File: config.mk
export PLATFORM = sky130hd
export DESIGN_NAME = fcvt_s_w_seq
export DESIGN_NICKNAME = d
export VERILOG_FILES = /design/src/rtl/fcvt_s_w_seq.sv
export SDC_FILE = /design/constraint.sdc
export NUM_CORES = 1
export LEC_CHECK = 0
export ABC_CLOCK_PERIOD_IN_PS = 7900
export BUFFER_PORTS_ARGS = -buffer_cell sky130_fd_sc_hd__buf_2
export CAP_MARGIN = 10
export CORE_UTILIZATION = 55
export CTS_CLUSTER_SIZE = 24
export DETAILED_ROUTE_END_ITERATION = 10
export PLACE_DENSITY = 0.74
export SETUP_SLACK_MARGIN = 0.15
export SLEW_MARGIN = 10
export SYNTH_ARGS = -nofsm -noshare
export SYNTH_HDL_FRONTEND = slang
export SYNTH_SLANG_ARGS = --single-unit
export TNS_END_PERCENT = 100
File: constraint.sdc
create_clock -name clk -period 7.9 [get_ports clk]
set_clock_uncertainty 0.2 [all_clocks]
set_input_delay 1.58 -clock clk [delete_from_list [all_inputs] [get_ports clk]]
set_output_delay 1.58 -clock clk [all_outputs]
set_load 0.01 [all_outputs]
File: src/rtl/fcvt_s_w_seq.sv
// -----------------------------------------------------------------------------
// fcvt_s_w_seq
// Iterative integer-to-binary32 converter (FCVT.S.W / FCVT.S.WU).
// The operand is turned into sign + magnitude and then normalised one bit per
// clock until the top bit is set. After that it is rounded in a single cycle
// according to rm. This block does not produce denormals, NaN or
// overflow/underflow; the only exception it can raise is inexact.
//
// Ports
//   clk          in   1   clock, all state changes on the rising edge
//   rst          in   1   synchronous active-high reset; aborts any conversion
//   start        in   1   conversion request, sampled only in IDLE
//   a            in   32  integer operand
//   is_unsigned  in   1   1: a is unsigned (WU), 0: a is two's complement (W)
//   rm           in   2   00 RNE, 01 RTZ, 10 RDN, 11 RUP
//   busy         out  1   high in every state except IDLE
//   done         out  1   one-cycle pulse; s/NX are valid from this cycle on
//   s            out  32  binary32 result, held until the next done
//   NX           out  1   inexact flag for s, held together with s
//   dbg_state_o  out  2   current FSM state (IDLE=0, NORM=1, ROUND=2, DONE=3)
//
// Handshake: start is accepted only when busy=0, and the operands a,
// is_unsigned and rm are captured in that same cycle. A start seen while
// busy=1 has no effect. Each accepted start produces exactly one done pulse,
// unless rst arrives first. In the cycle that done is high, busy is also
// still high. A new start can be accepted in the very next cycle.
// -----------------------------------------------------------------------------
module fcvt_s_w_seq #(
  parameter int EXP_BIAS = 127,
  parameter int MANT_W   = 23
) (
  input  logic        clk,
  input  logic        rst,
  input  logic        start,
  input  logic [31:0] a,
  input  logic        is_unsigned,
  input  logic [1:0]  rm,
  output logic        busy,
  output logic        done,
  output logic [31:0] s,
  output logic        NX,
  output logic [1:0]  dbg_state_o
);

  // Once the hidden bit sits at mag[31], the exponent must equal bias+31.
  localparam logic [7:0] EXP_INIT = 8'(EXP_BIAS + 31);
  // Index of the guard bit: it lies just below the stored mantissa field.
  localparam int G_IDX = 30 - MANT_W;

  localparam logic [1:0] RM_RNE = 2'b00;
  localparam logic [1:0] RM_RTZ = 2'b01;
  localparam logic [1:0] RM_RDN = 2'b10;
  localparam logic [1:0] RM_RUP = 2'b11;

  typedef enum logic [1:0] {
    ST_IDLE  = 2'd0,
    ST_NORM  = 2'd1,
    ST_ROUND = 2'd2,
    ST_DONE  = 2'd3
  } state_e;

  state_e      state_q, state_d;
  logic [31:0] mag_q, mag_d;
  logic [7:0]  exp_q, exp_d;
  logic        sign_q, sign_d;
  logic [1:0]  rm_q, rm_d;
  logic [31:0] s_q, s_d;
  logic        nx_q, nx_d;

  // ---------------------------------------------------------------------------
  // Operand conditioning for the IDLE capture. The negation is a 32-bit
  // operation, so 0x80000000 maps back to 0x80000000. That value is already
  // the correct magnitude 2^31 and only needs to be read as unsigned.
  // ---------------------------------------------------------------------------
  logic        in_sign;
  logic [31:0] in_mag;

  always_comb begin
    in_sign = ~is_unsigned & a[31];
    in_mag  = in_sign ? (~a + 32'd1) : a;
  end

  // ---------------------------------------------------------------------------
  // Rounding datapath. It is only meaningful in ROUND, when mag_q[31]=1.
  // ---------------------------------------------------------------------------
  logic [MANT_W-1:0] man;
  logic              guard;
  logic              sticky;
  logic              inx;
  logic              inc;
  logic [MANT_W:0]   man_sum;
  logic [MANT_W-1:0] man_rnd;
  logic [7:0]        exp_rnd;

  always_comb begin
    man    = mag_q[30 -: MANT_W];
    guard  = mag_q[G_IDX];
    sticky = |mag_q[G_IDX-1:0];
    inx    = guard | sticky;

    inc = 1'b0;
    case (rm_q)
      RM_RNE: inc = guard & (sticky | man[0]);
      RM_RTZ: inc = 1'b0;
      RM_RDN: inc = inx & sign_q;
      RM_RUP: inc = inx & ~sign_q;
      default: inc = 1'b0;
    endcase

    // A carry out of the mantissa leaves the field all zeros, which is
    // exactly 1.0 x 2^(exp+1). The largest exponent that can result is
    // bias+32 = 159, so this cannot overflow.
    man_sum = {1'b0, man} + {{MANT_W{1'b0}}, inc};
    man_rnd = man_sum[MANT_W-1:0];
    exp_rnd = exp_q + {7'd0, man_sum[MANT_W]};
  end

  // ---------------------------------------------------------------------------
  // Next-state and datapath updates
  // ---------------------------------------------------------------------------
  always_comb begin
    state_d = state_q;
    mag_d   = mag_q;
    exp_d   = exp_q;
    sign_d  = sign_q;
    rm_d    = rm_q;
    s_d     = s_q;
    nx_d    = nx_q;

    case (state_q)
      ST_IDLE: begin
        if (start) begin
          sign_d = in_sign;
          mag_d  = in_mag;
          exp_d  = EXP_INIT;
          rm_d   = rm;
          if (in_mag == 32'd0) begin
            // Zero gives +0 in every rounding mode and skips normalisation.
            s_d     = 32'd0;
            nx_d    = 1'b0;
            state_d = ST_DONE;
          end else begin
            state_d = ST_NORM;
          end
        end
      end

      ST_NORM: begin
        // This state also spends one cycle confirming the top bit, so it
        // takes lz+1 cycles in total.
        if (!mag_q[31]) begin
          mag_d = {mag_q[30:0], 1'b0};
          exp_d = exp_q - 8'd1;
        end else begin
          state_d = ST_ROUND;
        end
      end

      ST_ROUND: begin
        s_d     = {sign_q, exp_rnd, man_rnd};
        nx_d    = inx;
        state_d = ST_DONE;
      end

      ST_DONE: begin
        state_d = ST_IDLE;
      end

      default: begin
        state_d = ST_IDLE;
      end
    endcase
  end

  // ---------------------------------------------------------------------------
  // State register
  // ---------------------------------------------------------------------------
  always_ff @(posedge clk) begin
    if (rst) begin
      state_q <= ST_IDLE;
      mag_q   <= 32'd0;
      exp_q   <= 8'd0;
      sign_q  <= 1'b0;
      rm_q    <= 2'b00;
      s_q     <= 32'd0;
      nx_q    <= 1'b0;
    end else begin
      state_q <= state_d;
      mag_q   <= mag_d;
      exp_q   <= exp_d;
      sign_q  <= sign_d;
      rm_q    <= rm_d;
      s_q     <= s_d;
      nx_q    <= nx_d;
    end
  end

  // ---------------------------------------------------------------------------
  // Outputs
  // ---------------------------------------------------------------------------
  always_comb begin
    busy        = (state_q != ST_IDLE);
    done        = (state_q == ST_DONE);
    s           = s_q;
    NX          = nx_q;
    dbg_state_o = state_q;
  end

endmodule
# ---- Yosys cells after proc, flatten, opt, wreduce, memory -nomap -nowiden
# Index checks and enable logic that the tools add are counted.
dict set report totals {
  ff_bits 78
  input_bits 38
  out_inout_bits 37
}
dict set report classes {
  add_sub_neg 4
  eq_ne 10
  n_mux 18
  bitwise 9
  reduce_logical 12
}
# op count
set ops {}
lappend ops {{$mux W32} 5}
lappend ops {{$pmux W32 S2} 2}
lappend ops {{$add A32 B1 Y32 const B} 1}
lappend ops {{$logic_not A32 Y1} 1}
lappend ops {{$not A32 Y32} 1}
lappend ops {{$add A23 B1 Y24} 1}
lappend ops {{$mux W8} 2}
lappend ops {{$pmux W8 S2} 1}
lappend ops {{$add A8 B1 Y8} 1}
lappend ops {{$eq A2 B2 Y1 const B} 4}
lappend ops {{$ne A2 B2 Y1 const B} 4}
lappend ops {{$pmux W2 S4} 1}
lappend ops {{$sub A8 B1 Y8 const B} 1}
lappend ops {{$reduce_or A7 Y1} 1}
lappend ops {{$mux W2} 3}
lappend ops {{$reduce_and A2 Y1} 3}
lappend ops {{$reduce_and A3 Y1} 2}
lappend ops {{$reduce_bool A2 Y1} 3}
lappend ops {{$and A1 B1 Y1} 4}
lappend ops {{$eq A2 B1 Y1 const B} 2}
lappend ops {{$logic_not A2 Y1} 2}
lappend ops {{$pmux W1 S4} 1}
lappend ops {{$mux W1} 2}
lappend ops {{$not A1 Y1} 2}
lappend ops {{other kinds (2)} 3}

# ---- Depth between registers and ports, before layout
# Gate-level depths: netlist of run 1.
dict set report depth {
  depth_word 7
  ltp_mapped 16
  ltp_nobuf 16
}

# ---- Worst setup path before layout of run 1
# No wires, ideal clock.
dict set report synth_timing {
  path_kind {input to register}
  from {input port a[19]}
  to {register nx_q (netlist: NX)}
  arrival_ns 4.513
  slack_ns 3.068
  path_stages 12
  path_buffers 4
  path_cell_list {clkbuf_1 -> or4_4 -> or3_1 -> buf_6 -> nor2_2 -> a41oi_1 -> o32a_1 -> or4_1 -> clkbuf_1 -> or2_1 -> buf_6 -> a211o_1}
}
dict set report synth_between {
  elab_chain_len 6
}
# element line
set synth_rtl {}
lappend synth_rtl {{from (decl)} 35} ;# input logic [31:0] a,
lappend synth_rtl {{$not A32 Y32} 80} ;# in_mag = in_sign ? (~a + 32'd1) : a;
lappend synth_rtl {{$add A32 B1 Y32} 80}
lappend synth_rtl {{$mux W32 *} 80}
lappend synth_rtl {{$logic_not A32 Y1 *} 137} ;# if (in_mag == 32'd0) begin
lappend synth_rtl {{$ne A2 B2 Y1 (no source line) *} -}
lappend synth_rtl {{$reduce_and A3 Y1 (no source line) *} -}
lappend synth_rtl {{to (signal assigned)} 194} ;# nx_q <= nx_d;
lappend synth_rtl {{to (decl)} 68} ;# logic nx_q, nx_d;
# Mark *: on every way between the ends. The rest lies on a longest branch, timed or not.
# A chain may end at the register's enable or synchronous reset.

# ---- Worst setup path in the final report of run 1
dict set report layout_timing {
  from {input port a[0]}
  to {register nx_q (netlist: NX)}
}
# The elaborated chain is that of the path after synthesis.

==> impl_metrics.py, run 1 <==
metrics = {
    "min_path": {
        "min_from": "rm_q[0]",
        "hold_path_class": "register to register",
        "hold_end": "rm_q[0]",
        "hold_depth": 2,
    },
    "power": {
        "power.leakage_nw": 2.25,
        "powerDensity_nw_per_um2": 265,
        "peakVddDrop_v": 0.000150,
    },
    "critical_path": {
        "cp_max_fo": 34,
        "start_kind": "primary input",
        "r2r_slack_ns": 4.05,
        "crit_family": "simple AND/OR/NAND/NOR gates",
        "cp-end-kind": "register",
        "critPathKind": "primary input to register",
        "worstPathArrival_ns": 5.99,
        "worstReg2RegEnd": "exp_q[7]",
        "crit_chain": "buf_2 -> inv_1 -> ha_1 -> or3b_1 -> nor4_1 -> a211oi_1 -> a2111oi_0 -> nand4_1 -> or4_1 -> or2_1 -> a211o_1",
        "rr_worst_depth": 11,
        "slowest_delay_ns": 1.04,
        "slowest_stage": "or4_1",
        "cp_data_required_time_ns": 7.95,
        "r2r-start": "dbg_state_o[1]",
        "path_buf_inv": 2,
    },
    "finish": {
        "fin_area_sq_um": 6340,
        "fin_util_pct": 61.4,
        "seq_area_sq_um": 1560,
        "mostFrequentLayoutCell": "nor2_1",
        "fillers": 955,
        "antenna_cells": 0,
        "nets": 879,
        "areaGrowthSynthToFinish_pct": 8.39,
        "fin_cells": 970,
        "multiInputGateArea_sq_um": 3930,
        "layout_common_cells": "nor2_1, nand2_1, dfxtp_1, buf_2, o21ai_0",
        "layout-drive-gt1-share_pct": 12.7,
    },
    "die": {
        "fp.dieH_um": 105,
        "die_x_um": 105,
        "die-area_sq_um": 11100,
        "pin_count": 75,
        "rows": 37,
        "start_util_pct": 56.7,
        "core-area_sq_um": 10300,
    },
    "logic_synthesis": {
        "syn_inst": 805,
        "synth_top_cell_by_area": "dfxtp_1",
        "synth_edf_count": 0,
        "synth_seq_cells": 78,
        "yosysTopAreaCellShare_pct": 26.7,
        "synth_cell_types": 55,
        "syn-mean-instance-area_sq_um": 7.27,
        "synth_ff_type": "dfxtp_1",
        "seq_area_frac_synth_pct": 26.7,
        "syn_nets": 855,
        "synthArstFlopShare_pct": 0,
        "synthTopCellsByArea": "dfxtp_1, nor2_1, xnor2_1",
        "synth.yosys.warnings": 0,
        "synth_area_sq_um": 5850,
    },
    "drt": {
        "postRouteAntennaNets": 0,
        "drc": 0,
        "vias": 6054,
        "avgRoutedWirePerCell_um": 17.4,
        "first_pass_iters": 5,
        "finalWirelength_um": 16800,
        "drt_iter0_drc": 625,
        "viasPerCell": 6.24,
    },
    "place": {
        "gp_congestion": 0.956,
        "placedCellCount": 954,
        "hpwl_um": 11900,
        "port_buffers": 74,
        "place_area_sq_um": 6160,
        "place_ws_ns": 1.63,
    },
    "global_route": {
        "grt_pass1_vias": 5446,
        "grt_pass1_wl_um": 27900,
        "grtUsageMet1_pct": 43.8,
        "grt_antenna_before_repair": 0,
        "busiest_layer": "met2",
        "gr-usage-all-layers_pct": 31.2,
        "use_met3_pct": 4.12,
        "grt_max_degree": 88,
        "overflow": 0,
        "grtUsageMet2_pct": 50.1,
    },
    "timing": {
        "max_freq_ghz": 0.168,
        "fin_tns_setup_ns": 0,
        "tightest_slew_ns": 1.17,
        "fin_ws_ns": 1.96,
        "report.final.setup_viol": 0,
        "fin_crit_ns": 5.94,
        "drv_slew": 0,
        "rsz0062_at_grt": "no",
        "slew_headroom_pct": 22.3,
        "period_share_pct": 75.2,
        "hold_viol": 0,
    },
    "cts": {
        "cts_buffers": 9,
        "htreeDepth": 3,
        "clk_latency_ns": 0.36,
        "path_clk_slew_ns": 0.08,
        "cts_root_buffer": "clkbuf_8",
        "ctsResizeCount": 0,
        "cts_tree": "yes",
        "hold_buffers": 0,
        "clockBufferDepth": 2,
        "cts_setup_buffers": 0,
        "clkSinkCount": 78,
    },
    "run_status": {
        "status": "finished clean",
    },
    "run": {
        "drv_cap": 0,
    },
}
-- per-stage QoR --
stage / hold WS, ns / power [mW]
finish: 0.272 / 1.68
global route: 0.309 / 1.80
CTS: 0.273 / 1.67
detailed placement: 0.263 / 1.39
global placement: 0.264 / 1.36
floorplan: 0.245 / 1.17
-- power by group --
group / leakage, nW / total [mW] / internal (mW) / switching [mW]
Combinational: 1.52 / 0.738 / 0.259 / 0.479
Clock: 0.0910 / 0.285 / 0.141 / 0.144
Sequential: 0.637 / 0.655 / 0.504 / 0.151
Total: 2.25 / 1.68 / 0.905 / 0.773
-- worst reg2reg max path, delay by kind of cell, from the launching register on --
family          cells  cell delay, ns
simple gates        3            1.32
fa+ha+maj           1            0.15
xor+xnor            1            0.16
compound gates      2            0.33
buf+inv             4            1.20
flops               1            0.35
-- state kept, by name (all words and copies together) (netlist names) --
| name | cells |
|---|---|
| sign_q | 1 |
| rm_q | 2 |
| dbg_state_o | 2 |
| NX | 1 |
| s | 32 |
| exp_q | 8 |
| mag_q | 32 |
-- layer usage --
layer | share of wire (%) | vias up | wire, um
li1 | - | 2972 | -
met1 | 47 | 2832 | 7840
met2 | 46 | 237 | 7800
met3 | 6.1 | 13 | 1020
met4 | 0.99 | 0 | 167
met5 | 0 | - | 0
-- worst max-delay path by stage --
stage               depth (start not counted)   from  end  slack, ns
floorplan                                  12  a[19]   NX       3.07
global placement                            9  a[10]   NX       1.72
detailed placement                          9   a[1]   NX       1.63
CTS                                        11   a[0]   NX       2.01
global route                                9   a[1]   NX       1.69
finish                                     11   a[0]   NX       1.96
-- final cells by class --
type | count | area share (%)
Tap cell | 136 | 2.68
Clock buffer | 16 | 2.84
Sequential cell | 78 | 24.6
Multi-Input combinational cell | 641 | 61.9
Inverter | 15 | 0.888
Timing Repair Buffer | 84 | 7.03
-- cells in the mapped netlist, drive strengths merged, types with 10 or more instances --
| cell type | instances |
|---|---|
| o31ai | 10 |
| nor2 | 97 |
| ha | 12 |
| o21ai | 63 |
| nand2b | 34 |
| nor4 | 13 |
| buf | 11 |
| xor2 | 21 |
| o211ai | 36 |
| a211oi | 19 |
| nand2 | 80 |
| dfxtp | 78 |
| inv | 14 |
| a31oi | 10 |
| nand3 | 30 |
| nor3 | 24 |
| clkbuf | 60 |
| xnor2 | 41 |
| or3 | 16 |
| a32oi | 28 |
| a21oi | 28 |
-- cell families (layout without fill, tap and decap cells) --
logic type               count (synthesis)  in the layout  synth area share [%]
buffers and inverters                   86            115                  6.22
multiplexers                             2              2                 0.342
AND/OR/NAND/NOR                        342            342                  28.9
adder cells (fa/ha/maj)                 12             12                  2.57
AO/OA/AOI/OAI                          223            223                  26.0
XOR/XNOR                                62             62                  9.28
flip-flops                              78             78                  26.7
No activity file was read; power rests on OpenSTA's default activity.
==> run 2, diff against run 1 <==
- ABC_AREA: unset -> 1
- ABC_CLOCK_PERIOD_IN_PS: 7900 -> 5300
- CORE_UTILIZATION: 55 -> 53
- PLACE_DENSITY: 0.74 -> 0.76
- clock period: 7.9 -> 5.3 ns (I/O delays scaled with it)
==> run 2 against run 1 <==
Highest routed layer unchanged. First-iteration DRC count decreased by 47%. Synthesized cell count increased by 6.8%. Global-route usage decreased by 3.7 points. Critical path depth increased by 16. Via count decreased by 8.6%. Synthesized area decreased by 10%. Critical path type is now register to register. Non-clock buffer count decreased by 7. Hold slack improved by 0.0069 ns.
==> impl_metrics.py, run 2 <==
metrics = {
    "run_status": {
        "status": "finished clean",
    },
    "place": {
        "port_buffers": 74,
        "place_ws_ns": 1.21,
        "hpwl_um": 10700,
        "gp_congestion": 0.902,
        "place_area_sq_um": 5630,
    },
    "critical_path": {
        "path_buf_inv": 5,
        "crit_start": "sign_q",
        "slowest_delay_ns": 0.43,
        "cp_data_required_time_ns": 5.42,
        "start_kind": "register",
        "r2r-start": "sign_q",
        "cp_max_fo": 5,
        "critPathKind": "register to register",
        "slowest_stage": "dfxtp_1",
        "worstPathArrival_ns": 4.19,
        "cp-end-kind": "register",
        "crit_family": "simple AND/OR/NAND/NOR gates",
    },
    "die": {
        "pin_count": 75,
        "fp.dieH_um": 102,
        "die-area_sq_um": 10300,
        "core-area_sq_um": 9420,
        "die_x_um": 102,
        "start_util_pct": 55.8,
        "rows": 35,
    },
    "timing": {
        "hold_viol": 0,
        "rsz0062_at_grt": "no",
        "report.final.setup_viol": 0,
        "max_freq_ghz": 0.246,
        "fin_crit_ns": 4.07,
        "fin_tns_setup_ns": 0,
        "tightest_slew_ns": 0.843,
        "fin_ws_ns": 1.23,
        "slew_headroom_pct": 43.8,
        "drv_slew": 0,
        "period_share_pct": 76.8,
    },
    "finish": {
        "layout_common_cells": "nand2_1, nor2_1, inv_1, dfxtp_1, buf_2",
        "antenna_cells": 0,
        "fin_util_pct": 61.7,
        "nets": 965,
        "fin_area_sq_um": 5810,
        "mostFrequentLayoutCell": "nand2_1",
        "areaGrowthSynthToFinish_pct": 10.6,
        "fillers": 954,
        "layout-drive-gt1-share_pct": 13.6,
    },
    "global_route": {
        "grtUsageMet2_pct": 46.1,
        "grt_antenna_before_repair": 0,
        "busiest_layer": "met2",
        "overflow": 0,
        "grt_max_degree": 54,
        "grt_pass1_vias": 4941,
        "grt_pass1_wl_um": 22500,
        "grtUsageMet1_pct": 36.6,
        "use_met3_pct": 3.86,
        "gr-usage-all-layers_pct": 27.5,
    },
    "logic_synthesis": {
        "synth_cell_types": 40,
        "synth.yosys.warnings": 0,
        "synth_most_common_cell": "nand2_1",
        "synth_area_sq_um": 5250,
        "synth_ff_type": "dfxtp_1",
        "synthArstFlopShare_pct": 0,
        "synth_commonest_cells": "nand2_1, nor2_1, inv_1",
        "yosysTopAreaCellShare_pct": 29.7,
        "syn_nets": 910,
        "seq_area_frac_synth_pct": 29.7,
        "synth_top_cell_by_area": "dfxtp_1",
        "synthTopCellsByArea": "dfxtp_1, nand2_1, nor2_1",
        "syn_inst": 860,
        "synth_edf_count": 0,
        "syn-mean-instance-area_sq_um": 6.10,
        "synth_seq_cells": 78,
    },
    "run": {
        "drv_cap": 0,
    },
    "drt": {
        "drc": 0,
        "avgRoutedWirePerCell_um": 13.1,
        "finalWirelength_um": 13700,
        "drt_iter0_drc": 330,
        "postRouteAntennaNets": 0,
        "first_pass_iters": 5,
        "viasPerCell": 5.28,
        "vias": 5535,
    },
    "cts": {
        "clk_latency_ns": 0.37,
        "cts_tree": "yes",
        "hold_buffers": 0,
        "htreeDepth": 3,
        "clkSinkCount": 78,
        "clockBufferDepth": 2,
        "cts_buffers": 9,
        "cts_setup_buffers": 0,
        "path_clk_slew_ns": 0.10,
        "cts_root_buffer": "clkbuf_8",
        "ctsResizeCount": 0,
    },
    "power": {
        "peakVddDrop_v": 0.000218,
        "power_mw": 2.50,
        "power.leakage_nw": 2.73,
        "powerDensity_nw_per_um2": 431,
    },
    "min_path": {
        "min_from": "s[18]",
        "hold_path_class": "register to register",
    },
}
==> run 2: changes by cell type after synthesis, sizes merged, moves of 28 or more <==
cell    before  now
nor2        97  155
clkbuf      60   22
nand2b      34    0
xnor2       41    4
nand2       80  256
a32oi       28    0
a21oi       28   58
o211ai      36    4
inv         14   82
==> run 2: layout make-up <==
class                           count  area [sq um]  share of cell area (%)
Tap cell                          129           161                    2.78
Clock inverter                      7          58.8                    1.01
Clock buffer                        9           124                    2.13
Timing Repair Buffer               77           393                    6.76
Inverter                           82           308                    5.30
Sequential cell                    78          1560                    26.9
Multi-Input combinational cell    667          3200                    55.1
==> run 2: power breakdown <==
part | internal [mW] | switching [mW] | total, mW
logic | 0.377 | 0.727 | 1.10
clock network | 0.175 | 0.251 | 0.426
registers | 0.784 | 0.190 | 0.975
==> run 2: final timing paths <==
path / end / slack, ns / cells after the start
max: s[30] / 1.23 / 27
min: s[18] / 0.28 / 2
min reg2reg: s[18] / 0.28 / 2
max reg2reg: s[30] / 1.23 / 27
==> run 2: worst min-delay path: stages (launching register included) <==
cell and delay [ns]:
dfxtp_1 0.33, nor2_1 0.04, nor2_1 0.08
==> run 2: kinds of logic (layout without fill, tap and decap cells) <==
| kind of cell | Yosys count | in the layout | synth area share (%) |
|---|---|---|---|
| fa+ha+maj | 12 | 12 | 2.86 |
| flops | 78 | 78 | 29.7 |
| buf+inv | 115 | 175 | 9.27 |
| compound gates | 148 | 148 | 16.2 |
| xor+xnor | 8 | 8 | 1.33 |
| simple gates | 499 | 499 | 40.6 |
==> run 2: routing by layer <==
layer | vias to the layer above | share of wire [%] | wire length [um]
met4 | 0 | 1.3 | 174
met2 | 165 | 46 | 6260
met1 | 2465 | 48 | 6560
li1 | 2891 | - | -
met3 | 14 | 5.3 | 732
met5 | - | 0 | 0
==> run 2: metrics by stage <==
step                      instances  hold slack (ns)
after detailed placement       1033            0.267
after global placement         1033            0.258
after global routing           1049            0.308
final                          1049            0.279
after floorplan                 860            0.254
after CTS                      1049            0.286
